`config.mk`:
```
export PLATFORM = sky130hd
export DESIGN_NAME = int_ctrl
export DESIGN_NICKNAME = d
export VERILOG_FILES = /design/src/rtl/int_ctrl.sv
export SDC_FILE = /design/constraint.sdc
export NUM_CORES = 1
export LEC_CHECK = 0
export CAP_MARGIN = 0
export CORE_ASPECT_RATIO = 0.7
export CORE_MARGIN = 4
export CORE_UTILIZATION = 36
export CTS_CLUSTER_SIZE = 12
export DETAILED_ROUTE_END_ITERATION = 7
export GPL_ROUTABILITY_DRIVEN = 1
export GPL_TIMING_DRIVEN = 0
export MAX_ROUTING_LAYER = met4
export PLACE_DENSITY = 0.76
export SYNTH_ARGS = -nofsm -noshare
export SYNTH_HDL_FRONTEND = slang
export SYNTH_SLANG_ARGS = --single-unit
```
`constraint.sdc`:
```
create_clock -name clk -period 1.6 [get_ports clk]
set_input_delay 0.16 -clock clk [delete_from_list [all_inputs] [get_ports clk]]
set_output_delay 0.16 -clock clk [all_outputs]
set_load 0.01 [all_outputs]
```
`src/rtl/int_ctrl.sv`:
```
// MCU51 interrupt controller: pin synchronisers, IE/IP masking, two-level priority
// arbitration at instruction boundaries, and in-service nesting tracking retired by RETI.
module int_ctrl #(
  parameter int          SYNC_STAGES = 2,
  parameter logic [15:0] VEC_BASE    = 16'h0003,
  parameter int          VEC_STRIDE  = 8
) (
  input  logic        clk,
  input  logic        reset,
  input  logic        insn_end,
  input  logic        hold,
  input  logic [7:0]  ie,
  input  logic [4:0]  ip,
  input  logic        it0,
  input  logic        it1,
  input  logic        int0_n,
  input  logic        int1_n,
  input  logic        tf0,
  input  logic        tf1,
  input  logic        ri_ti,
  input  logic        int_ack,
  input  logic        reti,
  output logic        int_req,
  output logic [15:0] int_vec,
  output logic        ie0,
  output logic        ie1,
  output logic        clr_tf0,
  output logic        clr_tf1,
  output logic [1:0]  in_service
);

  // Handshake: int_req/int_vec form a valid that is held, unchanged, from the cycle
  // after the pick until the CU answers with a one-cycle int_ack (the ready/accept).
  typedef enum logic {IDLE = 1'b0, PEND = 1'b1} state_t;

  state_t state, state_next;

  logic [SYNC_STAGES-1:0] sync0, sync1;
  logic                   prev0, prev1;
  logic                   pin0, pin1, fall0, fall1;
  logic [4:0]             flags, cand, hi, lo;
  logic                   arb_ok, pick_hi, pick_lo, pick;
  logic [2:0]             pick_idx, idx_q;
  logic                   level_q;
  logic                   blocked;
  logic                   ack_ok, reti_ok;
  logic [1:0]             in_service_next;
  logic                   unused_ie;

  assign unused_ie = &{1'b0, ie[6:5]};

  function automatic logic [2:0] lowest_set(input logic [4:0] v);
    logic [2:0] r;
    r = 3'd0;
    for (int i = 4; i >= 0; i--) begin
      if (v[i]) r = 3'(i);
    end
    return r;
  endfunction

  // Pin synchronisers preset high so reset never looks like a falling edge.
  always_ff @(posedge clk or posedge reset) begin
    if (reset) begin
      sync0 <= '1;
      sync1 <= '1;
      prev0 <= 1'b1;
      prev1 <= 1'b1;
    end else begin
      sync0 <= {sync0[SYNC_STAGES-2:0], int0_n};
      sync1 <= {sync1[SYNC_STAGES-2:0], int1_n};
      prev0 <= pin0;
      prev1 <= pin1;
    end
  end

  assign pin0  = sync0[SYNC_STAGES-1];
  assign pin1  = sync1[SYNC_STAGES-1];
  assign fall0 = prev0 & ~pin0;
  assign fall1 = prev1 & ~pin1;

  assign flags   = {ri_ti, tf1, ie1, tf0, ie0};
  assign cand    = flags & ie[4:0] & {5{ie[7]}};
  assign hi      = cand & ip;
  assign lo      = cand & ~ip;
  assign arb_ok  = (state == IDLE) & insn_end & ~hold & ~blocked;
  assign pick_hi = arb_ok & (|hi) & ~in_service[1];
  assign pick_lo = arb_ok & ~pick_hi & (|lo) & (in_service == 2'b00);
  assign pick    = pick_hi | pick_lo;
  assign pick_idx = pick_hi ? lowest_set(hi) : lowest_set(lo);

  assign ack_ok  = (state == PEND) & int_ack;
  assign reti_ok = reti & (in_service != 2'b00);

  always_ff @(posedge clk or posedge reset) begin
    if (reset) state <= IDLE;
    else       state <= state_next;
  end

  always_comb begin
    state_next = state;
    case (state)
      IDLE:    if (pick) state_next = PEND;
      PEND:    if (int_ack) state_next = IDLE;
      default: state_next = IDLE;
    endcase
  end

  always_comb begin
    int_req = 1'b0;
    int_vec = 16'h0000;
    if (state == PEND) begin
      int_req = 1'b1;
      int_vec = VEC_BASE + 16'(VEC_STRIDE) * 16'(idx_q);
    end
  end

  // The pick is frozen here so the request stays stable while pending.
  always_ff @(posedge clk or posedge reset) begin
    if (reset) begin
      idx_q   <= 3'd0;
      level_q <= 1'b0;
    end else if (pick) begin
      idx_q   <= pick_idx;
      level_q <= pick_hi;
    end
  end

  // RETI retires against the pre-ack nesting, then the acked level is marked.
  always_comb begin
    in_service_next = in_service;
    if (reti_ok) begin
      if (in_service[1]) in_service_next[1] = 1'b0;
      else               in_service_next[0] = 1'b0;
    end
    if (ack_ok) in_service_next[level_q] = 1'b1;
  end

  always_ff @(posedge clk or posedge reset) begin
    if (reset) begin
      in_service <= 2'b00;
      blocked    <= 1'b0;
      clr_tf0    <= 1'b0;
      clr_tf1    <= 1'b0;
    end else begin
      in_service <= in_service_next;
      if (reti_ok)       blocked <= 1'b1;
      else if (insn_end) blocked <= 1'b0;
      clr_tf0 <= ack_ok & (idx_q == 3'd1);
      clr_tf1 <= ack_ok & (idx_q == 3'd3);
    end
  end

  // A new falling edge beats an ack clear in the same cycle so it is not lost.
  always_ff @(posedge clk or posedge reset) begin
    if (reset) begin
      ie0 <= 1'b0;
      ie1 <= 1'b0;
    end else begin
      if (!it0)                           ie0 <= ~pin0;
      else if (fall0)                     ie0 <= 1'b1;
      else if (ack_ok && idx_q == 3'd0)   ie0 <= 1'b0;
      if (!it1)                           ie1 <= ~pin1;
      else if (fall1)                     ie1 <= 1'b1;
      else if (ack_ok && idx_q == 3'd2)   ie1 <= 1'b0;
    end
  end

endmodule

```
# Yosys cells after proc, flatten, opt, wreduce, memory -nomap -nowiden
# Cells that the tools add are included.
dict set report classes {
  n_lt_le_gt_ge 2
  n_reduce_logical 9
  mux 29
  n_bitwise 28
  n_eq_ne 5
  addsub 1
}
# op count
set ops {}
lappend ops {{$mux 3} 11}
lappend ops {{$and 5x5->5} 4}
lappend ops {{$and 1x1->1} 14}
lappend ops {{$mux 1} 13}
lappend ops {{$reduce_or 5->1} 2}
lappend ops {{$add 2x6->7 const A} 1}
lappend ops {{$mux 7} 1}
lappend ops {{$not 1->1} 7}
lappend ops {{$eq 3x2->1 const B} 2}
lappend ops {{$ne 3x1->1 const B} 2}
lappend ops {{$not 5->5} 1}
lappend ops {{$mux 2} 2}
lappend ops {{$reduce_bool 2->1} 2}
lappend ops {{$eq 3x1->1 const B} 1}
lappend ops {{$logic_and 1x1->1} 3}
lappend ops {{$logic_not 3->1} 1}
lappend ops {{$logic_not 2->1} 1}
lappend ops {{$lt 1x2->1 const B} 1}
lappend ops {{$or 2x2->2} 1}
lappend ops {{$pmux 1 s2} 1}
lappend ops {{$demux 1 s1} 1}
lappend ops {{$ge 1x1->1 const B} 1}
lappend ops {{$or 1x1->1} 1}
dict set report word_totals {
  elab_cells 87
  output_inout_bits 23
  input_bits 26
  register_bits 18
}

# Logic depth before layout (Yosys ltp)
# Gate-level depths: netlist of run 1.
dict set report logic_depth {
  depth_word 13
  ltp_mapped 6
  ltp_nobuf 5
}

# Worst setup path after synthesis of run 1
# OpenSTA, ideal clock, no wires.
dict set report synth_path {
  path_kind {reg2reg}
  start {reg state}
  end {reg idx_q[1]}
  t_required_ps 1474
  arrival_time_ps 1485
  synth_period_minus_slack_ps 1611
  path_stages_with_launch 6
  slack_ps -11
  n_path_buf 0
  setup_ps 126
  cell_sequence {dfrtp_1 or3_4 or2_4 a31oi_4 a21oi_1 o32a_1}
}
dict set report synth_via {
  elab_chain_len 11
  elab_cells_between_ends 12
  classes_between {mux: 1; bitwise: 11}
}
# item line_no
set synth_lines {}
lappend synth_lines {{start, declared} 36} ;# state_t state, state_next;
lappend synth_lines {{start signal, assigned} 96} ;# else state <= state_next;
lappend synth_lines {{$not 1->1 *} -}
lappend synth_lines {{$and 1x1->1 * (3 in a row)} 85} ;# assign arb_ok = (state == IDLE) & insn_end & ~hold & ~blocked;
lappend synth_lines {{$and 1x1->1 (2 in a row)} 86} ;# assign pick_hi = arb_ok & (|hi) & ~in_service[1];
lappend synth_lines {{$not 1->1} 87} ;# assign pick_lo = arb_ok & ~pick_hi & (|lo) & (in_service == 2'b00);
lappend synth_lines {{$and 1x1->1 (3 in a row)} 87}
lappend synth_lines {{$or 1x1->1} 88} ;# assign pick = pick_hi | pick_lo;
lappend synth_lines {{end signal, assigned} 123} ;# idx_q <= pick_idx;
lappend synth_lines {{end, declared} 43} ;# logic [2:0] pick_idx, idx_q;
# Every way passes the cells marked *; elsewhere a longest branch is shown, timed or not.
# A chain may end at the register's enable or synchronous reset.

# Worst setup path after layout of run 1
# Ends and elaborated chain as after synthesis.

==> flow_metrics.env, run 1 <==
export IMPL_cts_tree="done"
export IMPL_nNetsFinal=181
export IMPL_place_congestion=0.812
export IMPL_grt_usage_pct=14.5
export IMPL_power_density_nw_per_um2=1100
export IMPL_slew_limit_headroom_pct=54.5
export IMPL_grt_max_degree=19
export IMPL_clk_pin_slew_ns=0.07
export IMPL_vias_per_cell=4.91
export IMPL_cp_slowest_stage_delay_ns=0.43
export IMPL_routedWlPerCell_um=14.5
export IMPL_synth_compound_area_share_pct=18.9
export IMPL_dr_first_iter_drc_count=38
export IMPL_dp_hpwl_um=2030
export IMPL_final_area_sq_um=1570
export IMPL_clockBufferDepth=2
export IMPL_final_hold_violation_count=0
export IMPL_synthXorXnorAreaFrac_pct=0
export IMPL_grt_pass1_vias=887
export IMPL_synth_mux_area_share_pct=0
export IMPL_outcome="finished, violations left"
export IMPL_crit_path_end_kind="register"
export IMPL_cts_num_sinks=18
export IMPL_place_inst=178
export IMPL_wl_um=2730
export IMPL_syn_cell_area_sq_um=997
export IMPL_synth_top_area_share_pct=30.1
export IMPL_min_path_type="in2async"
export IMPL_layout_area_seq_sq_um=459
export IMPL_crit_arrival_ns=1.76
export IMPL_hold_buffers=0
export IMPL_syn_to_final_growth_pct=57.0
export IMPL_cpMaxStageDelayCell="dfrtp_2"
export IMPL_rows=15
export IMPL_synth_fa_ha_area_share_pct=0
export IMPL_finalSetupViolations=2
export IMPL_yosys_cell_types_count=39
export IMPL_clock_latency_ns=0.25
export IMPL_grt_pass1_wl_um=4090
export IMPL_yosysTopAreaCell="dfrtp_1"
export IMPL_ys_warn_count=0
export IMPL_nFillCells=217
export IMPL_path_cells="or3_4 -> or2_4 -> a31oi_4 -> a21oi_2 -> o32a_1"
export IMPL_ios=49
export IMPL_ys_ff_latch=18
export IMPL_coreArea_sq_um=2550
export IMPL_max_vdd_ir_drop_mv=0.680
export IMPL_fin_ws_ns=-0.0259
export IMPL_worstPathMaxFanout=5
export IMPL_antenna_found_initial=0
export IMPL_multi_input_area_sq_um=490
export IMPL_antenna_cells=0
export IMPL_fin_cells=188
export IMPL_rsz0062_at_grt="yes"
export IMPL_grt_overflow_total=0
export IMPL_cts_made_buffers=3
export IMPL_period_share_pct=102
export IMPL_fin_crit_ns=1.63
export IMPL_synth_edf_count=0
export IMPL_violations="setup timing"
export IMPL_synth_top_family_by_area="simple AND/OR/NAND/NOR gates"
export IMPL_maxClockFrequency_mhz=615
export IMPL_worst_pin_slew_ns=0.682
export IMPL_htreeDepth=1
export IMPL_layout_drive_gt1_share_pct=27.9
export IMPL_detail_route_antenna_nets=0
export IMPL_cp_start_kind="register"
export IMPL_vias=924
export IMPL_finClkSkew_ns=0.00717
export IMPL_io_buffers=35
export IMPL_cts_root_buf="clkbuf_8"
export IMPL_drv_slew=0
export IMPL_drc=0
export IMPL_die_h_um=52.0
export IMPL_die_x_um=70.9
export IMPL_dpl_instance_area_sq_um=1430
export IMPL_netlist_instances=99
export IMPL_synth_main_ff_cell="dfrtp_1"
export IMPL_cp_data_required_time_ns=1.74
export IMPL_ys_seq_area_share_pct=45.9
export IMPL_synth_simple_area_share_pct=22.7
export IMPL_setup_tns_ns=-0.0431
export IMPL_syn_area_per_cell_sq_um=10.1
export IMPL_fp_dieArea_sq_um=3690
export IMPL_synth_area_top_cells="dfrtp_1, dfstp_2, buf_4"
export IMPL_first_pass_iters=4
export IMPL_async_flop_share_pct=100
export IMPL_power_leakage_uw=0.000728
export IMPL_maxCapViolCount=0
export IMPL_start_util_pct=39.1
export IMPL_worstSetupPathType="reg2reg"
export IMPL_dp_slack_ns=-0.331
==> final timing paths <==
kind	from	endpoint	slack, ns	depth (start not counted)
max	state	idx_q[1]	-0.03	5
min	reset	clr_tf0	0.30	2
max reg2reg	state	idx_q[1]	-0.03	5
min reg2reg	sync0[0]	sync0[1]	0.36	0
max in group asynchronous	reset	state	0.82	2
min in group clk	int0_n	sync0[0]	0.32	1
==> layout make-up <==
cell class | count | area share (%)
sequential | 18 | 29.3
multi-input combinational | 74 | 31.3
inverter | 3 | 0.719
tap | 34 | 2.72
clock buffer | 4 | 2.88
timing repair buffer | 41 | 26.1
buffer | 14 | 6.95
==> report_power, final <==
part | switching (uW) | internal, uW
Sequential | 116 | 573
Clock | 149 | 177
Combinational | 288 | 415
Total | 553 | 1160
==> stage by stage <==
step | hold slack [ns] | total power [uW] | util (%)
2_1_floorplan | 0.0941 | 1010 | -
3_3_place_gp | 0.346 | 1300 | 56.0
3_5_place_dp | 0.348 | 1330 | 56.0
4_1_cts | 0.312 | 1710 | 59.2
5_1_grt | 0.311 | 1820 | 61.3
6_report | 0.304 | 1720 | 61.3
==> cell usage after synthesis (2+ instances only) <==
master / n
a21oi_1: 2
o22ai_1: 2
nand3_1: 5
dfstp_2: 6
nor2b_1: 2
buf_4: 13
nand2_1: 6
dfrtp_1: 12
and2_1: 3
inv_1: 3
a22oi_1: 2
o21ai_0: 7
nor2_1: 7
nand4_1: 4
==> flip-flops by register name, summed over array words and instances (netlist names) <==
signal      cells
in_service      2
blocked         1
level_q         1
sync1           2
ie0             1
prev0           1
state           1
ie1             1
sync0           2
idx_q           3
prev1           1
clr_tf1         1
clr_tf0         1
==> kinds of logic (layout without fill, tap and decap cells) <==
| group | count (synthesis) | after routing |
|---|---|---|
| compound gates | 25 | 25 |
| buf+inv | 17 | 62 |
| other cells | 1 | 11 |
| simple gates | 38 | 38 |
| flops | 18 | 18 |
==> critical path: cells and delay by family (launching register included) <==
kind	cells	cell delay, ns
AOI/OAI and AO/OA	3	0.46
DFF	1	0.43
and+or+nand+nor	2	0.62
==> metal layers <==
layer / global-route usage (%) / wire length (um) / vias up
met1: 17.4 / 1190 / 436
met2: 25.1 / 1340 / 42
li1: - / - / 446
met4: 0.938 / 0 / 0
met3: 4.63 / 197 / 0
met5: - / 0 / -
==> placed cells by master, fill, tap and decap left out, drive strengths merged, types with 2 or more instances in the layout <==
cell type	n
a21oi	2
a22oi	2
a31oi	2
and2	4
buf	20
clkbuf	4
clkdlybuf4s50	30
conb	11
dfrtp	12
dfstp	6
dlymetal6s2s	5
inv	3
nand2	6
nand3	5
nand4	4
nor2	7
nor2b	2
o21ai	7
o22ai	2
o31a	2
or2	2
==> timing repair <==
action                                  in CTS  in global routing
endpoints found under the setup margin       5                 10
buffers inserted                             4                  2
pin swaps                                    0                  1
resized for setup                            2                  9
(Power assumes the default switching activity.)
==> inputs of run 2 (changes only) <==
CORE_UTILIZATION = 50   (was 36)
CTS_BUF_LIST = sky130_fd_sc_hd__clkbuf_8   (was not set)
DONT_BUFFER_PORTS = 1   (was not set)
PLACE_DENSITY = 0.68   (was 0.76)
==> run 2 against run 1 <==
The flow still finishes with violations (setup timing). Design area fell by 23%. Cell count fell by 24%. Largest cell class is now multi-input combinational cells. Combinational power fell by 39%. Clock skew fell by 0.0047 ns. Via count fell by 17%. Largest power group is now sequential cells. Global-route usage rose by 2.5 points. Total power fell by 12%. Sequential power rose by 4.6%. Maximum frequency fell by 2.3%.
==> flow_metrics.env, run 2 (same netlist as run 1, synthesis figures left out) <==
export IMPL_outcome="finished, violations left"
export IMPL_grt_max_degree=19
export IMPL_clockBufferDepth=2
export IMPL_cp_start_kind="register"
export IMPL_finalSetupViolations=4
export IMPL_clock_latency_ns=0.24
export IMPL_start_util_pct=53.3
export IMPL_min_path_type="in2reg"
export IMPL_drc=0
export IMPL_wl_um=2100
export IMPL_cp_data_required_time_ns=1.73
export IMPL_grt_usage_pct=16.9
export IMPL_coreArea_sq_um=1870
export IMPL_antenna_cells=0
export IMPL_nNetsFinal=147
export IMPL_place_congestion=0.785
export IMPL_detail_route_antenna_nets=0
export IMPL_period_share_pct=104
export IMPL_syn_to_final_growth_pct=21.3
export IMPL_power_density_nw_per_um2=1240
export IMPL_rows=13
export IMPL_final_common_cell="buf_4"
export IMPL_worstPathMaxFanout=5
export IMPL_fp_dieArea_sq_um=2780
export IMPL_slew_limit_headroom_pct=56.3
export IMPL_htreeDepth=1
export IMPL_max_vdd_ir_drop_mv=0.978
export IMPL_worstSetupPathType="reg2reg"
export IMPL_vias_per_cell=5.41
export IMPL_cts_tree="done"
export IMPL_first_pass_iters=4
export IMPL_io_buffers=0
export IMPL_largest_register_ffs=3
export IMPL_finClkSkew_ns=0.00246
export IMPL_die_h_um=45.4
export IMPL_p_total_uw=1510
export IMPL_largest_register="idx_q"
export IMPL_crit_path_end_kind="register"
export IMPL_grt_overflow_total=0
export IMPL_rsz0062_at_grt="yes"
export IMPL_dp_hpwl_um=1560
export IMPL_drv_slew=0
export IMPL_antenna_found_initial=0
export IMPL_final_cell_mix="buf_4, conb_1, dfrtp_1"
export IMPL_power_leakage_uw=0.000519
export IMPL_crit_arrival_ns=1.80
export IMPL_die_x_um=61.4
export IMPL_final_hold_violation_count=0
export IMPL_cts_made_buffers=3
export IMPL_dr_first_iter_drc_count=25
export IMPL_cts_num_sinks=18
export IMPL_routedWlPerCell_um=14.8
export IMPL_maxClockFrequency_mhz=601
export IMPL_layout_drive_gt1_share_pct=35.0
export IMPL_ios=49
export IMPL_vias=768
export IMPL_violations="setup timing"
export IMPL_fin_ws_ns=-0.0648
export IMPL_clk_pin_slew_ns=0.07
export IMPL_worst_pin_slew_ns=0.654
export IMPL_grt_pass1_vias=808
export IMPL_grt_pass1_wl_um=3360
export IMPL_fin_crit_ns=1.66
export IMPL_cts_root_buf="clkbuf_8"
export IMPL_maxCapViolCount=0
export IMPL_setup_tns_ns=-0.178
==> run 2: critical path, stage by stage (launching register included) <==
cell and delay, ns:
dfrtp_2 0.44, or3_4 0.39, buf_6 0.13, nor3_4 0.20, o31ai_4 0.13, a22oi_1 0.19, nor2_1 0.06
==> run 2: area by class of cell <==
| type | count | area [sq um] |
|---|---|---|
| fillers | 167 | 661 |
| multi-input cells | 74 | 482 |
| flip-flops and latches | 18 | 462 |
| plain buffers | 14 | 109 |
| repair buffers | 7 | 63.8 |
| clock buffers | 4 | 55.1 |
| well taps | 22 | 27.5 |
| inverters | 3 | 11.3 |
==> run 2: final timing paths <==
| kind | start | endpoint | slack (ns) | depth (start not counted) |
|---|---|---|---|---|
| hold / removal | insn_end | blocked | 0.02 | 1 |
| hold reg to reg | sync1[0] | sync1[1] | 0.36 | 0 |
| setup / recovery | in_service[1] | idx_q[2] | -0.06 | 6 |
| min in group asynchronous | reset | level_q | 0.44 | 2 |
| setup reg to reg | in_service[1] | idx_q[2] | -0.06 | 6 |
| max in group asynchronous | reset | ie1 | 0.70 | 2 |
==> run 2: where the power goes <==
part	switching, uW	internal [uW]	leakage [uW]
combinational	206	225	0.000279
clock	136	218	0.0000288
sequential	146	575	0.000211
total	488	1020	0.000519
==> run 2: metrics by stage <==
step	std cells	cell area (sq um)	worst slack [ns]	util (%)	hold WS [ns]
after CTS	141	1200	-0.0951	64.0	0.0154
after detailed placement	131	1060	-0.0966	56.9	0.165
final	142	1210	-0.0648	64.7	0.0187
after floorplan	109	1040	0.00392	-	0.0941
after global routing	142	1210	-0.146	64.7	0.0282
after global placement	131	1060	-0.0979	56.9	0.165
==> run 2: layer usage <==
layer,GRT usage [%],vias to the layer above,wire length (um)
met5,-,-,0
met4,5.51,0,26
met3,3.43,4,237
met2,27.0,39,955
met1,21.7,346,876
li1,-,379,-
==> run 2: timing repair <==
item,in CTS,in global routing
hold endpoints to repair,14,0
hold buffers,3,0
setup endpoints to repair,3,5
pin swaps,8,3
buffers inserted,3,1
gates resized for setup,7,2
==> inputs of run 3 (changes only) <==
CAP_MARGIN = 20   (was 0)
PLACE_DENSITY = not set   (was 0.68)
clock period = 1.7 ns   (was 1.6 ns; I/O delays follow)
==> run 3 against run 2 <==
The run now ends clean. Register-to-register slack better by 0.09 ns. Sequential share of layout area up 0.44 points. Combinational power down 13%. Design area down 1.1%. Global-route usage down 0.99 points. Critical path depth down 1. Sequential power down 4.7%. Count of clock-buffer cells in the layout unchanged. Die area unchanged. Flip-flop and latch count unchanged. Via count down 2.2%. Critical path type unchanged.
==> flow_metrics.env, run 3 (same netlist as run 1, synthesis figures left out) <==
export IMPL_grt_pass1_vias=705
export IMPL_grt_met2_usage_pct=23.4
export IMPL_detail_route_antenna_nets=0
export IMPL_final_common_cell="buf_4"
export IMPL_min_path_type="in2reg"
export IMPL_grt_pass1_wl_um=3170
export IMPL_max_vdd_ir_drop_mv=0.783
export IMPL_worst_pin_slew_ns=0.650
export IMPL_cts_made_buffers=3
export IMPL_die_h_um=45.4
export IMPL_routedWlPerCell_um=15.1
export IMPL_crit_arrival_ns=1.81
export IMPL_grt_usage_pct=15.9
export IMPL_p_seq_share_pct=49.0
export IMPL_slew_limit_headroom_pct=56.6
export IMPL_layout_drive_gt1_share_pct=35.8
export IMPL_cts_root_buf="clkbuf_8"
export IMPL_outcome="completed"
export IMPL_vias_per_cell=5.29
export IMPL_maxClockFrequency_mhz=596
export IMPL_gr_usage_met1_pct=21.5
export IMPL_drv_slew=0
export IMPL_htreeDepth=1
export IMPL_ios=49
export IMPL_syn_to_final_growth_pct=20.0
export IMPL_comb_power_share_pct=26.7
export IMPL_largest_register="idx_q"
export IMPL_cts_tree="done"
export IMPL_clockBufferDepth=2
export IMPL_io_buffers=0
export IMPL_cp_data_required_time_ns=1.83
export IMPL_rows=13
export IMPL_finClkSkew_ns=0.000923
export IMPL_final_cell_mix="buf_4, conb_1, dfrtp_1"
export IMPL_dr_first_iter_drc_count=13
export IMPL_start_util_pct=53.3
export IMPL_fin_cells=142
export IMPL_finalSetupViolations=0
export IMPL_swShare_pct=33.3
export IMPL_dp_hpwl_um=1580
export IMPL_antenna_cells=0
export IMPL_final_hold_violation_count=0
export IMPL_place_inst=131
export IMPL_rsz0062_at_grt="yes"
export IMPL_utilization_pct=63.9
export IMPL_drc=0
export IMPL_grt_met3_usage_pct=4.29
export IMPL_fin_crit_ns=1.68
export IMPL_first_pass_iters=4
export IMPL_clock_latency_ns=0.25
export IMPL_nNetsFinal=147
export IMPL_clkPwrFrac_pct=24.4
export IMPL_worstSetupPathType="reg2reg"
export IMPL_path_cells="or3_4 -> or2_4 -> a31oi_4 -> a21oi_2 -> o32a_1"
export IMPL_grt_max_degree=19
export IMPL_coreArea_sq_um=1870
export IMPL_clk_pin_slew_ns=0.07
export IMPL_grt_overflow_total=0
export IMPL_cp_start_kind="register"
export IMPL_busiest_layer="met2"
export IMPL_maxCapViolCount=0
export IMPL_power_leakage_uw=0.000517
export IMPL_cpMaxStageDelayCell="dfrtp_2"
export IMPL_die_x_um=61.4
export IMPL_antenna_found_initial=0
export IMPL_vias=751
export IMPL_cp_slowest_stage_delay_ns=0.45
export IMPL_cts_num_sinks=18
export IMPL_p_switching_uw=467
export IMPL_wl_um=2150
export IMPL_power_density_nw_per_um2=1170
export IMPL_largest_register_ffs=3
export IMPL_p_total_uw=1400
export IMPL_period_share_pct=98.8
export IMPL_place_congestion=0.782
export IMPL_worstPathMaxFanout=5
export IMPL_p_int_uw=937
export IMPL_fp_dieArea_sq_um=2780
export IMPL_crit_path_end_kind="register"
==> run 3: per-stage QoR <==
step	hold slack, ns	worst slack, ns	TNS, ns	cell area (sq um)
2_1_floorplan	0.104	0.0890	0	1030
3_3_place_gp	0.175	-0.0419	-0.0419	1060
3_5_place_dp	0.175	-0.0418	-0.0418	1060
4_1_cts	0.0186	-0.000890	-0.000890	1160
5_1_grt	0.0419	-0.0112	-0.0197	1200
6_report	0.0221	0.0210	0	1200
==> run 3: worst paths after layout <==
kind                                  to           from  slack, ns  depth (start not counted)
hold / removal                   blocked       insn_end       0.02                          1
setup / recovery                idx_q[1]  in_service[1]       0.02                          5
setup reg to reg                idx_q[1]  in_service[1]       0.02                          5
min in group asynchronous        clr_tf0          reset       0.45                          2
hold reg to reg                 sync1[1]       sync1[0]       0.36                          0
max in group asynchronous  in_service[1]          reset       0.79                          2
==> run 3: repair_timing <==
item / CTS / global route
hold endpoints to repair: 14 / 0
setup endpoints to repair: 2 / 4
pin swaps: 2 / 3
hold buffers: 3 / 0
buffers inserted: 2 / 2
gates resized for setup: 3 / 5
==> run 3: worst max-delay path: cells and delay by family (launching register included) <==
kind	cells	cell delay (ns)
AND/OR/NAND/NOR	2	0.67
AO/OA/AOI/OAI	3	0.45
flip-flops	1	0.45
==> run 3: power by group through the flow <==
stage	logic (uW)	clock network (uW)	registers, uW
after global placement	335	0	688
after CTS	366	348	686
after global routing	414	362	703
final	374	342	687
after detailed placement	334	0	697
after floorplan	299	0	654
==> run 3: layout make-up <==
cell class | count | area (sq um)
plain buffers | 14 | 109
multi-input cells | 74 | 475
fillers | 156 | 674
inverters | 3 | 11.3
repair buffers | 7 | 56.3
clock buffers | 4 | 55.1
well taps | 22 | 27.5
flip-flops and latches | 18 | 462
==> run 3: per-layer routing <==
metal,part of all wire (%),vias to the layer above
met4,0.47,0
met2,42,37
met1,45,333
met3,12,2
li1,-,379
met5,0,-
